**config.mk**
```make
export PLATFORM = sky130hd
export DESIGN_NAME = ajuste_tiempo_bcd
export DESIGN_NICKNAME = d
export VERILOG_FILES = /design/src/rtl/ajuste_tiempo_bcd_pkg.sv /design/src/rtl/ajuste_tiempo_bcd_contador.sv /design/src/rtl/ajuste_tiempo_bcd.sv
export SDC_FILE = /design/constraint.sdc
export NUM_CORES = 1
export LEC_CHECK = 0
export CORE_MARGIN = 3
export CORE_UTILIZATION = 55
export DETAILED_ROUTE_END_ITERATION = 10
export PLACE_DENSITY = 0.88
export SYNTH_ARGS = -nofsm -noshare
export SYNTH_HDL_FRONTEND = slang
export SYNTH_SLANG_ARGS = --single-unit
```
**constraint.sdc**
```tcl
create_clock -name clk -period 4.5 [get_ports clk]
set_clock_uncertainty 0.05 [all_clocks]
set_input_delay 1.35 -clock clk [delete_from_list [all_inputs] [get_ports clk]]
set_output_delay 1.35 -clock clk [all_outputs]
set_load 0.02 [all_outputs]
```
**src/rtl/ajuste_tiempo_bcd_pkg.sv**
```systemverilog
// Shared definitions for the user time-edit stage:
// FSM states, cursor field codes and BCD limits.
package ajuste_tiempo_bcd_pkg;

    typedef enum logic [1:0] {
        IDLE  = 2'd0,
        CARGA = 2'd1,
        EDIT  = 2'd2
    } estado_t;

    localparam logic [1:0] CAMPO_SEG  = 2'd0;
    localparam logic [1:0] CAMPO_MIN  = 2'd1;
    localparam logic [1:0] CAMPO_HORA = 2'd2;

    localparam logic [7:0] LIM_SEG  = 8'h59;
    localparam logic [7:0] LIM_MIN  = 8'h59;
    localparam logic [7:0] LIM_HORA = 8'h23;

    // Both nibbles decimal and the value within 00..lim.
    function automatic logic bcd_valido(
        input logic [7:0] v,
        input logic [7:0] lim
    );
        return (v[3:0] <= 4'd9) && (v[7:4] <= 4'd9) && (v <= lim);
    endfunction

endpackage

```
**src/rtl/ajuste_tiempo_bcd_contador.sv**
```systemverilog
// One editable BCD field: snapshot load with validation,
// wrap-around increment/decrement and a change flag.
module contador_bcd_campo
    import ajuste_tiempo_bcd_pkg::*;
(
    input  logic       clk,
    input  logic       reset,
    input  logic       load,
    input  logic [7:0] valor_carga,
    input  logic       inc,
    input  logic       dec,
    input  logic [7:0] max,
    output logic [7:0] valor,
    output logic       cambio
);

    logic [7:0] siguiente;

    always_comb begin
        siguiente = valor;
        if (load) begin
            siguiente = bcd_valido(valor_carga, max) ? valor_carga : 8'h00;
        end else if (inc && !dec) begin
            if (valor == max)
                siguiente = 8'h00;
            else if (valor[3:0] == 4'd9)
                siguiente = {valor[7:4] + 4'd1, 4'd0};
            else
                siguiente = {valor[7:4], valor[3:0] + 4'd1};
        end else if (dec && !inc) begin
            if (valor == 8'h00)
                siguiente = max;
            else if (valor[3:0] == 4'd0)
                siguiente = {valor[7:4] - 4'd1, 4'd9};
            else
                siguiente = {valor[7:4], valor[3:0] - 4'd1};
        end
    end

    // A load always strobes so the display shows the snapshot.
    assign cambio = load || (siguiente != valor);

    always_ff @(posedge clk) begin
        if (reset)
            valor <= 8'h00;
        else
            valor <= siguiente;
    end

endmodule

```
**src/rtl/ajuste_tiempo_bcd.sv**
```systemverilog
// User time-edit stage: snapshots the RTC, lets the user step
// each BCD field and strobes the display registers on change.
module ajuste_tiempo_bcd
    import ajuste_tiempo_bcd_pkg::*;
#(
    parameter logic [7:0] MAX_SEG  = LIM_SEG,
    parameter logic [7:0] MAX_MIN  = LIM_MIN,
    parameter logic [7:0] MAX_HORA = LIM_HORA
) (
    input  logic       clk,
    input  logic       reset,
    input  logic       seleccion,
    input  logic       btn_up,
    input  logic       btn_down,
    input  logic       btn_next,
    input  logic [7:0] seg_rtc,
    input  logic [7:0] min_rtc,
    input  logic [7:0] hora_rtc,
    output logic [7:0] dseg,
    output logic [7:0] dmin,
    output logic [7:0] dhora,
    output logic       ACT_seg,
    output logic       ACT_min,
    output logic       ACT_hora,
    output logic [1:0] campo
);

    estado_t estado, estado_sig;

    logic cargar, editar;
    logic inc_seg, dec_seg, inc_min, dec_min, inc_hora, dec_hora;
    logic cambio_seg, cambio_min, cambio_hora;

    always_ff @(posedge clk) begin
        if (reset)
            estado <= IDLE;
        else
            estado <= estado_sig;
    end

    always_comb begin
        estado_sig = estado;
        cargar     = 1'b0;
        editar     = 1'b0;
        unique case (estado)
            IDLE: begin
                if (seleccion)
                    estado_sig = CARGA;
            end
            CARGA: begin
                cargar     = 1'b1;
                estado_sig = seleccion ? EDIT : IDLE;
            end
            EDIT: begin
                if (seleccion)
                    editar = 1'b1;
                else
                    estado_sig = IDLE;
            end
            default: estado_sig = IDLE;
        endcase
    end

    // Steps go to the field selected before any cursor move.
    always_comb begin
        inc_seg  = editar && btn_up   && (campo == CAMPO_SEG);
        dec_seg  = editar && btn_down && (campo == CAMPO_SEG);
        inc_min  = editar && btn_up   && (campo == CAMPO_MIN);
        dec_min  = editar && btn_down && (campo == CAMPO_MIN);
        inc_hora = editar && btn_up   && (campo == CAMPO_HORA);
        dec_hora = editar && btn_down && (campo == CAMPO_HORA);
    end

    always_ff @(posedge clk) begin
        if (reset) begin
            campo <= CAMPO_SEG;
        end else if (cargar) begin
            campo <= CAMPO_SEG;
        end else if (editar && btn_next) begin
            campo <= (campo == CAMPO_HORA) ? CAMPO_SEG : campo + 2'd1;
        end
    end

    always_ff @(posedge clk) begin
        if (reset) begin
            ACT_seg  <= 1'b0;
            ACT_min  <= 1'b0;
            ACT_hora <= 1'b0;
        end else begin
            ACT_seg  <= cambio_seg;
            ACT_min  <= cambio_min;
            ACT_hora <= cambio_hora;
        end
    end

    contador_bcd_campo u_seg (
        .clk         (clk),
        .reset       (reset),
        .load        (cargar),
        .valor_carga (seg_rtc),
        .inc         (inc_seg),
        .dec         (dec_seg),
        .max         (MAX_SEG),
        .valor       (dseg),
        .cambio      (cambio_seg)
    );

    contador_bcd_campo u_min (
        .clk         (clk),
        .reset       (reset),
        .load        (cargar),
        .valor_carga (min_rtc),
        .inc         (inc_min),
        .dec         (dec_min),
        .max         (MAX_MIN),
        .valor       (dmin),
        .cambio      (cambio_min)
    );

    contador_bcd_campo u_hora (
        .clk         (clk),
        .reset       (reset),
        .load        (cargar),
        .valor_carga (hora_rtc),
        .inc         (inc_hora),
        .dec         (dec_hora),
        .max         (MAX_HORA),
        .valor       (dhora),
        .cambio      (cambio_hora)
    );

endmodule
```
Word-level counts from Yosys, hierarchy flattened. Cells that the tools add are included.

Output and inout port bits: 29. Word-level logic and storage cells: 117. Flip-flop bits (word level): 31. Input bits: 30.

Reductions and logical operators: 40. Magnitude comparators: 9. Equal/unequal tests: 15. $add $sub $neg: 13. Multiplexer cells: 32.

Operator list (count): $mux W8 (24); $add A4 B1 Y4 const B (6); $le A4 B4 Y1 const B (6); $logic_not A8 Y1 (3); $ne A8 B8 Y1 (3); $sub A4 B1 Y4 const B (6); $logic_and A1 B1 Y1 (21); $eq A8 B7 Y1 const B (2); $le A8 B7 Y1 const B (2); $eq A4 B4 Y1 const B (3); $logic_not A4 Y1 (3); $eq A8 B6 Y1 const B (1); $le A8 B6 Y1 const B (1); $mux W2 (4); $logic_not A1 Y1 (6); $pmux W2 S3 (1); $eq A2 B1 Y1 const B (2); $eq A2 B2 Y1 const B (2); $logic_not A2 Y1 (2); $ne A2 B2 Y1 const B (2); $logic_or A1 B1 Y1 (3); $mux W1 (3); $add A2 B1 Y2 const B (1); $reduce_and A2 Y1 (1); $reduce_or A2 Y1 (1).

Longest topological paths before layout. Gate-level depths: netlist of the first run.

Depth after elaboration: 11. Gate-level depth with buffers: 9. Depth with buffers taken out: 8.

Modules after synthesis. From an unflattened synthesis of the first run, not the netlist that was laid out.

Cells, all modules: 633. Area total of the unflattened synthesis: 4664.5 µm².

By module, submodules not included: contador_bcd_campo (sequential area each 160.2 µm², cells an instance 199, area an instance 1447.6 µm², times used 3); ajuste_tiempo_bcd (sequential area each 140.1 µm², cells an instance 36, area an instance 321.6 µm², times used 1).

Worst setup path before layout of the first run. Ideal clock, no wire load.

Kind: input to register. Start: input port btn_down. End: register ACT_seg. Path buffers: 1. Slack: 1.554 ns. Cell stages on the path: 7. Arrival: 2.762 ns. Library setup time: 0.134 ns. Cell sequence: buf_2 nor2b_1 a41oi_1 o21ai_0 o211a_1 a2111oi_0 a21oi_1.

Word-level cells in the longest chain between the ends: 8.

RTL lines: start: declaration (RTL line ajuste_tiempo_bcd.sv:14) `input logic btn_down,`; $logic_and A1 B1 Y1 * (2 in a row) (RTL line ajuste_tiempo_bcd.sv:67) `dec_seg = editar && btn_down && (campo == CAMPO_SEG);`; $logic_and A1 B1 Y1 / $logic_not A1 Y1 (equally long branches) (RTL line ajuste_tiempo_bcd_contador.sv:30, ajuste_tiempo_bcd_contador.sv:23); $mux W8 / $logic_and A1 B1 Y1 (equally long branches) (RTL line ajuste_tiempo_bcd_contador.sv:30, ajuste_tiempo_bcd_contador.sv:23); $mux W8 * (RTL line ajuste_tiempo_bcd_contador.sv:23) `end else if (inc && !dec) begin`; $mux W8 * (RTL line ajuste_tiempo_bcd_contador.sv:21) `if (load) begin`; $ne A8 B8 Y1 * (RTL line ajuste_tiempo_bcd_contador.sv:41) `assign cambio = load || (siguiente != valor);`; $logic_or A1 B1 Y1 * (RTL line ajuste_tiempo_bcd_contador.sv:41); end signal: assignment (RTL line ajuste_tiempo_bcd.sv:90) `ACT_seg <= cambio_seg;`; end: declaration (RTL line ajuste_tiempo_bcd.sv:22) `output logic ACT_seg,`.

Mark *: on every way between the ends. The rest lies on a longest branch, timed or not. A chain may end at the register's enable or synchronous reset.

Worst setup path in the final report of the first run.
Start: input port btn_up. End: register ACT_seg.

Word-level cells in the longest chain between the ends: 9.

RTL lines: start: declaration (RTL line ajuste_tiempo_bcd.sv:13) `input logic btn_up,`; $logic_and A1 B1 Y1 * (2 in a row) (RTL line ajuste_tiempo_bcd.sv:66) `inc_seg = editar && btn_up && (campo == CAMPO_SEG);`; $logic_not A1 Y1 (RTL line ajuste_tiempo_bcd_contador.sv:30) `end else if (dec && !inc) begin`; $logic_and A1 B1 Y1 (RTL line ajuste_tiempo_bcd_contador.sv:30); $mux W8 (RTL line ajuste_tiempo_bcd_contador.sv:30); $mux W8 * (RTL line ajuste_tiempo_bcd_contador.sv:23); $mux W8 * (RTL line ajuste_tiempo_bcd_contador.sv:21); $ne A8 B8 Y1 * (RTL line ajuste_tiempo_bcd_contador.sv:41); $logic_or A1 B1 Y1 * (RTL line ajuste_tiempo_bcd_contador.sv:41).

Marks and branches as above.

==> results of run 1 <==
power by group through the flow:
stage,logic [W],clock network (W),registers [W]
6_report,0.000138,0.000216,0.000294
5_1_grt,0.000148,0.000232,0.000295
4_1_cts,0.000135,0.000220,0.000294
3_5_place_dp,0.000135,0,0.000300
3_3_place_gp,0.000132,0,0.000300
2_1_floorplan,0.0000729,0,0.000302
worst min path at each step:
stage / start / cells past startpoint / end
after global routing: estado[0] / 1 / estado[0]
after detailed placement: estado[0] / 1 / estado[0]
after floorplan: estado[0] / 1 / estado[0]
final: estado[0] / 1 / estado[0]
after global placement: estado[0] / 1 / estado[0]
after CTS: estado[0] / 1 / estado[0]
per-layer routing:
| metal | up-vias | global-route usage [%] | part of all wire [%] | routed length, um |
|---|---|---|---|---|
| met2 | 170 | 48.1 | 48 | 4240 |
| met3 | 17 | 3.36 | 7.3 | 641 |
| met5 | - | 0 | 0 | 0 |
| met4 | 0 | 8.28 | 1.9 | 172 |
| met1 | 1577 | 37.2 | 43 | 3780 |
| li1 | 1605 | - | - | - |
cell families after synthesis:
family | after synthesis
muxes | 5
buffers and inverters | 46
and+or+nand+nor | 163
xor gates and xnor gates | 6
AOI/OAI and AO/OA | 134
adders and majority gates | 18
DFF | 31
flip-flops by register name (all words and copies together), names as in the netlist:
| signal | count |
|---|---|
| ACT_seg | 1 |
| u_seg.valor | 8 |
| u_min.valor | 8 |
| ACT_min | 1 |
| ACT_hora | 1 |
| campo | 2 |
| u_hora.valor | 8 |
| estado | 2 |
stage by stage:
stage               area [um2]  hold slack [ps]  utilization (%)  std cells  setup slack (ps)
floorplan                 3040              406                -        403              1550
global placement          3590              430             68.6        508               749
detailed placement        3590              456             68.6        508               654
CTS                       3670              468             70.1        516               949
global route              3670              496             70.1        516               731
finish                    3670              464             70.1        516               916
final cells by class:
type                    count  share of cell area (%)
clock inverters             1                   0.136
inverters                  20                    2.04
multi-input cells         326                    60.0
repair buffers             61                    16.4
clock buffers               7                    2.08
flip-flops and latches     31                    16.9
well taps                  70                    2.39
cells in the final DEF (no fill, tap or decap), types with 3 or more instances in the layout:
cell and n:
nand3b_1 3, and3_1 5, or3_1 3, a21oi_1 42, nor2b_1 8, nor3_1 13
nor2_1 33, o32ai_1 4, o21a_1 4, nand2b_1 9, o21ai_0 15, xor2_1 3
and3b_1 3, o211ai_1 6, a32oi_1 7, a22oi_1 4, inv_1 20, o22ai_1 4
clkbuf_8 5, nor3_2 3, a31oi_1 6, dfxtp_1 31, a2111oi_0 3, nand4_1 8
nand3_1 15, ha_1 18, nor4_1 6, nor3b_1 3, buf_4 3, a211oi_1 5
a211o_1 3, nand2_1 28, o31ai_1 4, a41oi_1 5, xnor2_1 3, clkdlybuf4s50_1 58
critical path, delay by kind of cell:
family | cells | cell delay, ps
buffers and inverters | 1 | 750
AOI/OAI and AO/OA | 5 | 1400
and+or+nand+nor | 1 | 190
cells in the mapped netlist, drive strengths merged, types with 7 or more instances:
library cell  instances  share of area [%]
a211oi                7                2.1
a21oi                43                7.2
clkbuf               12                1.5
nand2                29                3.7
nor2b                 8                1.6
nand2b                9                1.9
o21ai                17                2.8
nor3                 18                4.2
nand3                17                3.1
buf                  14                3.1
nand4                 8                1.6
a32oi                 7                2.0
nor2                 34                4.3
dfxtp                31                 20
inv                  20                2.5
ha                   18                7.4
==> results.sh, run 1 <==
export IMPL_rsz0062_at_grt="false"
export IMPL_dp_hpwl_um=6500
export IMPL_core_um2=5240
export IMPL_drc=0
export IMPL_switching_share_pct=29.6
export IMPL_drv_cap=0
export IMPL_crit_end="ACT_seg"
export IMPL_synth_edf_count=0
export IMPL_fp_dieW_um=80.3
export IMPL_critPathRequiredTime_ps=4600
export IMPL_rr_worst_depth=8
export IMPL_worst_pin_slew_ps=855
export IMPL_synthesis_nets=451
export IMPL_yosys_warnings=0
export IMPL_fillers=453
export IMPL_crit_arrival_ps=3690
export IMPL_critPathSlowestCell="clkdlybuf4s50_1"
export IMPL_grt_pass1_wl_um=14600
export IMPL_holdCritPathClass="reg -> reg"
export IMPL_rr_endpoint="ACT_seg"
export IMPL_cts_buffers=5
export IMPL_drt_iter0_drc=246
export IMPL_cp_startpoint="btn_up"
export IMPL_multi_input_area_um2=2200
export IMPL_power_frac_seq_pct=45.4
export IMPL_drive_gt1_share_pct=7.17
export IMPL_grt_overflow=0
export IMPL_antenna_left=0
export IMPL_synth_seq_area_share_pct=20.4
export IMPL_p_int_w=0.000456
export IMPL_via_count=3369
export IMPL_postCtsSetupBuffers=0
export IMPL_final_nets=493
export IMPL_cts_root_buf="clkbuf_8"
export IMPL_grt_pass1_vias=3071
export IMPL_slew_viol_final=0
export IMPL_syn_inst=403
export IMPL_rows=26
export IMPL_drt_wirelength_per_cell_um=17.1
export IMPL_reg2reg_slack_ps=1820
export IMPL_hold_buffers=0
export IMPL_antenna_found_initial=0
export IMPL_synth_seq_cells=31
export IMPL_initial_utilization_pct=58.0
export IMPL_muxShareOfSynthArea_pct=1.89
export IMPL_synth_area_um2=3040
export IMPL_ctsResizeCount=0
export IMPL_synth_top_family_by_area="simple AND/OR/NAND/NOR gates"
export IMPL_critPathMaxFanout=13
export IMPL_reg2reg_from="u_seg.valor[0]"
export IMPL_boundaryPins=59
export IMPL_yosys_area_share_simple_pct=31.4
export IMPL_die_height_um=80.3
export IMPL_cts_num_sinks=31
export IMPL_synth_compound_area_share_pct=30.1
export IMPL_setup_viol=0
export IMPL_clk_latency_ps=280
export IMPL_relSlewSlack_pct=43.0
export IMPL_p_clk_share_pct=33.4
export IMPL_p_sw_w=0.000191
export IMPL_synth_ff_type="dfxtp_1"
export IMPL_ys_async_sr_fraction_pct=0
export IMPL_finalCriticalPeriod_ps=3580
export IMPL_grt_usage_pct=28.3
export IMPL_slowest_delay_ps=750
export IMPL_p_leak_nw=1.22
export IMPL_path_class="in -> reg"
export IMPL_timing_final_hold_violations=0
export IMPL_area_delta_synth_final_pct=20.8
export IMPL_die_area_um2=6450
export IMPL_yosys_area_share_adder_pct=7.41
export IMPL_clkTransAtPathRegs_ps=70
export IMPL_outcome="complete, no violations"
export IMPL_p_per_area_nw_per_um2=176
export IMPL_dr_pass1_iters=5
export IMPL_clockBufferDepth=2
export IMPL_seq_area_um2=621
export IMPL_syn_area_per_cell_um2=7.54
export IMPL_ys_types=75
export IMPL_synthXorXnorAreaFrac_pct=1.73
export IMPL_totalNegativeSetupSlack_ps=0
export IMPL_power_total_w=0.000648
export IMPL_grt_max_degree=26
export IMPL_viasPerCell=6.53
export IMPL_htreeDepth=2
export IMPL_cts_tree="yes"
export IMPL_diodes=0
export IMPL_clock_fmax_ghz=0.279
export IMPL_crit_chain="clkdlybuf4s50_1 -> nor2b_1 -> a41oi_1 -> o21ai_0 -> o211a_1 -> a2111oi_0 -> a21oi_1"
export IMPL_place_congestion=0.888
export IMPL_ir_drop_uv=147
export IMPL_period_share_pct=79.6
export IMPL_portBuffers=58
export IMPL_pwr_share_comb_pct=21.2
export IMPL_end_kind="flip-flop"
export IMPL_cp_start_kind="input pin"
export IMPL_drt_total_wl_um=8840
No activity file was read; power rests on OpenSTA's default activity.
==> run 2, diff against run 1 <==
CORE_UTILIZATION = 48   (was 55)
PLACE_DENSITY = 0.82   (was 0.88)
clock period = 3 ns   (was 4.5 ns; I/O delays follow)
==> results.sh, run 2 (synthesis gave the netlist of run 1 again) <==
export IMPL_area_delta_synth_final_pct=32.2
export IMPL_grt_pass1_wl_um=15400
export IMPL_die_area_um2=7320
export IMPL_place_congestion=0.888
export IMPL_dr_pass1_iters=5
export IMPL_cp_startpoint="btn_up"
export IMPL_drv_cap=0
export IMPL_hold_buffers=0
export IMPL_timing_final_hold_violations=0
export IMPL_slew_viol_final=0
export IMPL_antenna_left=0
export IMPL_hold_path_startpoint="estado[0]"
export IMPL_worst_pin_slew_ps=718
export IMPL_routed_wl_met3_um=581
export IMPL_outcome="complete, no violations"
export IMPL_drc=0
export IMPL_switching_share_pct=28.9
export IMPL_die_height_um=85.6
export IMPL_rsz0062_at_grt="false"
export IMPL_finalCriticalPeriod_ps=2730
export IMPL_highest_layer="met4"
export IMPL_grt_usage_pct=25.8
export IMPL_relSlewSlack_pct=52.2
export IMPL_dpl_worst_slack_ps=-138
export IMPL_reg2reg_from="u_seg.valor[0]"
export IMPL_viasPerCell=6.31
export IMPL_crit_arrival_ps=2840
export IMPL_critPathBufInv=2
export IMPL_clock_fmax_ghz=0.367
export IMPL_grt_overflow=0
export IMPL_drt_iter0_drc=321
export IMPL_reg_top3="u_hora.valor (8), u_min.valor (8), u_seg.valor (8)"
export IMPL_finalWorstSetupSlack_ps=274
export IMPL_cts_num_sinks=31
export IMPL_portBuffers=58
export IMPL_reg2reg_slack_ps=410
export IMPL_ctsResizeCount=0
export IMPL_end_kind="flip-flop"
export IMPL_crit_chain="clkdlybuf4s50_1 -> buf_4 -> nor2b_2 -> a41oi_1 -> o21ai_0 -> o211a_1 -> a2111oi_0 -> a21oi_1"
export IMPL_period_share_pct=90.9
export IMPL_critPathSlowestCell="clkdlybuf4s50_1"
export IMPL_rr_endpoint="ACT_seg"
export IMPL_rows=28
export IMPL_ir_drop_uv=205
export IMPL_power_frac_seq_pct=42.1
export IMPL_p_leak_nw=1.44
export IMPL_initial_utilization_pct=50.4
export IMPL_antenna_found_initial=0
export IMPL_htreeDepth=2
export IMPL_cp_depth=8
export IMPL_slowest_delay_ps=400
export IMPL_clkTransAtPathRegs_ps=70
export IMPL_drive_gt1_share_pct=15.2
export IMPL_cp_start_kind="input pin"
export IMPL_p_sw_w=0.000302
export IMPL_core_um2=6030
export IMPL_cts_root_buf="clkbuf_8"
export IMPL_path_class="in -> reg"
export IMPL_diodes=0
export IMPL_boundaryPins=59
export IMPL_fillers=535
export IMPL_cts_buffers=5
export IMPL_clockBufferDepth=2
export IMPL_final_nets=533
export IMPL_drt_total_wl_um=9440
export IMPL_via_count=3542
export IMPL_dp_hpwl_um=7100
export IMPL_grt_pass1_vias=3204
export IMPL_postPlaceCellArea_um2=3910
export IMPL_critPathRequiredTime_ps=3120
export IMPL_p_clk_share_pct=36.6
export IMPL_drt_wirelength_per_cell_um=16.8
export IMPL_postCtsSetupBuffers=0
export IMPL_setup_viol=0
export IMPL_cts_tree="yes"
export IMPL_dp_cells=553
export IMPL_holdCritPathClass="reg -> reg"
export IMPL_grt_max_degree=25
export IMPL_fin_cells=561
export IMPL_mostFrequentLayoutCells="clkdlybuf4s50_1, a21oi_1, buf_4"
export IMPL_totalNegativeSetupSlack_ps=0
export IMPL_rr_worst_depth=7
export IMPL_critPathTopFamily="compound AO/OA/AOI/OAI gates"
export IMPL_pwr_share_comb_pct=21.4
export IMPL_worst_hold_slack_ps=459
export IMPL_drt_met1_wl_um=4200
export IMPL_p_int_w=0.000745
export IMPL_critPathMaxFanout=11
export IMPL_p_per_area_nw_per_um2=261
export IMPL_fp_dieW_um=85.6
export IMPL_wl_met2_um=4470
export IMPL_mostFrequentLayoutCell="clkdlybuf4s50_1"
export IMPL_fin_area_um2=4020
export IMPL_clk_latency_ps=290
export IMPL_crit_end="ACT_seg"
## run 2: cell types whose count changed in the layout (fill, tap and decap cells not counted), sizes merged
cell	change
buf	+40
clkdlybuf4s50	-1
dlymetal6s2s	+1
clkinv	-1
clkbuf	+1
## run 2: worst min-delay path by stage
stage          slack [ps]        end  cells after the start
5_1_grt               490  estado[0]                      1
2_1_floorplan         410  estado[0]                      1
6_report              460  estado[0]                      1
4_1_cts               460  estado[0]                      1
3_3_place_gp          420  estado[0]                      1
3_5_place_dp          450  estado[0]                      1
## run 2: power by group through the flow
stage / combinational (W) / sequential, W / clock [W]
floorplan: 0.000109 / 0.000453 / 0
detailed placement: 0.000220 / 0.000449 / 0
global placement: 0.000217 / 0.000449 / 0
CTS: 0.000221 / 0.000440 / 0.000387
global route: 0.000241 / 0.000442 / 0.000407
finish: 0.000224 / 0.000441 / 0.000383
## run 2: metrics by stage
| step | utilization, % | total power [W] |
|---|---|---|
| 2_1_floorplan | - | 0.000563 |
| 3_3_place_gp | 64.9 | 0.000665 |
| 3_5_place_dp | 64.9 | 0.000669 |
| 4_1_cts | 66.5 | 0.00105 |
| 5_1_grt | 66.7 | 0.00109 |
| 6_report | 66.7 | 0.00105 |
## run 2: per-layer routing
| metal | vias up | track usage (%) |
|---|---|---|
| met5 | - | 0 |
| met4 | 0 | 7.48 |
| met3 | 15 | 4.03 |
| met2 | 140 | 41.3 |
| met1 | 1692 | 35.8 |
| li1 | 1695 | - |
## run 2: layout make-up
cell class / instances / area (um2) / area share [%]
multi-input cells: 326 / 2210 / 55.0
repair buffers: 101 / 918 / 22.9
flip-flops and latches: 31 / 621 / 15.5
clock buffers: 8 / 100 / 2.49
well taps: 75 / 93.8 / 2.34
inverters: 20 / 75.1 / 1.87
==> run 3, diff against run 2 <==
CELL_PAD_IN_SITES_DETAIL_PLACEMENT = 0   (was default)
CELL_PAD_IN_SITES_GLOBAL_PLACEMENT = 1   (was default)
CORE_UTILIZATION = 35   (was 48)
GPL_TIMING_DRIVEN = 0   (was default)
SLEW_MARGIN = 20   (was default)
==> results.sh, run 3 (synthesis gave the netlist of run 1 again) <==
export IMPL_clockBufferDepth=2
export IMPL_mostFrequentLayoutCell="clkdlybuf4s50_1"
export IMPL_clkTransAtPathRegs_ps=80
export IMPL_cts_buffers=5
export IMPL_mostFrequentLayoutCells="clkdlybuf4s50_1, a21oi_1, nor2_1"
export IMPL_ir_drop_uv=125
export IMPL_holdCritPathClass="reg -> reg"
export IMPL_cp_start_kind="input pin"
export IMPL_drt_total_wl_um=9910
export IMPL_place_congestion=0.906
export IMPL_die_area_um2=9840
export IMPL_slew_viol_final=0
export IMPL_core_um2=8340
export IMPL_outcome="complete, no violations"
export IMPL_diodes=0
export IMPL_clock_fmax_ghz=0.343
export IMPL_grt_usage_pct=19.8
export IMPL_area_delta_synth_final_pct=29.8
export IMPL_reg2reg_from="u_hora.valor[1]"
export IMPL_final_nets=519
export IMPL_crit_chain="clkdlybuf4s50_1 -> nand4bb_2 -> or2_0 -> clkbuf_1 -> or4_1 -> o211ai_1 -> nor4_2 -> a41oi_1"
export IMPL_critPathTopFamily="simple AND/OR/NAND/NOR gates"
export IMPL_critPathBufInv=2
export IMPL_cts_tree="yes"
export IMPL_cp_startpoint="btn_up"
export IMPL_p_per_area_nw_per_um2=261
export IMPL_grt_pass1_vias=3168
export IMPL_period_share_pct=97.2
export IMPL_grt_pass1_wl_um=16000
export IMPL_htreeDepth=2
export IMPL_cts_root_buf="clkbuf_8"
export IMPL_initial_utilization_pct=36.4
export IMPL_viasPerCell=6.00
export IMPL_dr_pass1_iters=5
export IMPL_end_kind="flip-flop"
export IMPL_portBuffers=57
export IMPL_reg_top3="u_hora.valor (8), u_min.valor (8), u_seg.valor (8)"
export IMPL_timing_final_hold_violations=0
export IMPL_fillers=844
export IMPL_grt_overflow=0
export IMPL_hold_buffers=0
export IMPL_fin_area_um2=3950
export IMPL_antenna_found_initial=0
export IMPL_crit_arrival_ps=3080
export IMPL_cts_num_sinks=31
export IMPL_rows=33
export IMPL_drt_wirelength_per_cell_um=17.2
export IMPL_boundaryPins=59
export IMPL_postPlaceCellArea_um2=3740
export IMPL_die_height_um=99.2
export IMPL_drv_cap=0
export IMPL_via_count=3454
export IMPL_finalWorstSetupSlack_ps=85.0
export IMPL_power_total_w=0.00103
export IMPL_drt_iter0_drc=236
export IMPL_antenna_left=0
export IMPL_dp_hpwl_um=7160
export IMPL_drc=0
export IMPL_postLayoutCoreUtil_pct=47.3
export IMPL_dpl_worst_slack_ps=-440
export IMPL_p_leak_nw=1.35
export IMPL_worst_hold_slack_ps=456
export IMPL_path_class="in -> reg"
export IMPL_drive_gt1_share_pct=12.3
export IMPL_relSlewSlack_pct=52.9
export IMPL_clk_latency_ps=300
export IMPL_critPathRequiredTime_ps=3170
export IMPL_critPathMaxFanout=6
export IMPL_slowest_delay_ps=500
export IMPL_worst_pin_slew_ps=707
export IMPL_grt_max_degree=12
export IMPL_finalCriticalPeriod_ps=2910
export IMPL_critPathSlowestCell="clkdlybuf4s50_1"
export IMPL_fp_dieW_um=99.2
export IMPL_setup_viol=0
export IMPL_hold_path_startpoint="estado[0]"
run 3: cell types whose count changed in the layout (fill, tap and decap cells not counted), moves of 3 or more:
cell,before,now
buf_2,0,7
buf_4,42,8
buf_6,0,3
clkbuf_1,1,12
run 3: through the flow:
stage / TNS (ps) / instances
5_1_grt: -8.81 / 576
3_5_place_dp: -1990 / 565
6_report: 0 / 576
2_1_floorplan: 0 / 403
4_1_cts: 0 / 572
3_3_place_gp: -2160 / 565
run 3: timing repair:
item,CTS,global route
buffers inserted,0,4
endpoints found under the setup margin,1,8
gates cloned,0,0
gates resized for setup,3,19
pin swaps,0,2
hold endpoints to repair,0,0
run 3: worst paths after layout:
path / cells past startpoint / to / slack, ps
hold reg to reg: 1 / estado[0] / 460
setup / recovery: 8 / ACT_hora / 90
setup reg to reg: 9 / ACT_hora / 310
hold / removal: 1 / estado[0] / 460
run 3: final cells by class:
cell class | count | area, um2 | share of cell area [%]
Multi-Input combinational cell | 326 | 2290 | 58.0
Sequential cell | 31 | 621 | 15.7
Timing Repair Buffer | 61 | 601 | 15.2
Buffer | 26 | 144 | 3.65
Tap cell | 105 | 131 | 3.33
Clock buffer | 6 | 82.6 | 2.09
Inverter | 20 | 75.1 | 1.90
Clock inverter | 1 | 5.00 | 0.127
run 3: per-layer routing:
layer	track usage, %	share of wire, %
met5	0	0
met4	6.20	1.2
met3	2.88	6.7
met2	31.3	47
met1	27.8	45
run 3: power breakdown:
group / total, W / internal [W] / switching [W]
clock: 0.000364 / 0.000180 / 0.000183
sequential: 0.000435 / 0.000422 / 0.0000126
combinational: 0.000232 / 0.000107 / 0.000125
total: 0.00103 / 0.000710 / 0.000321
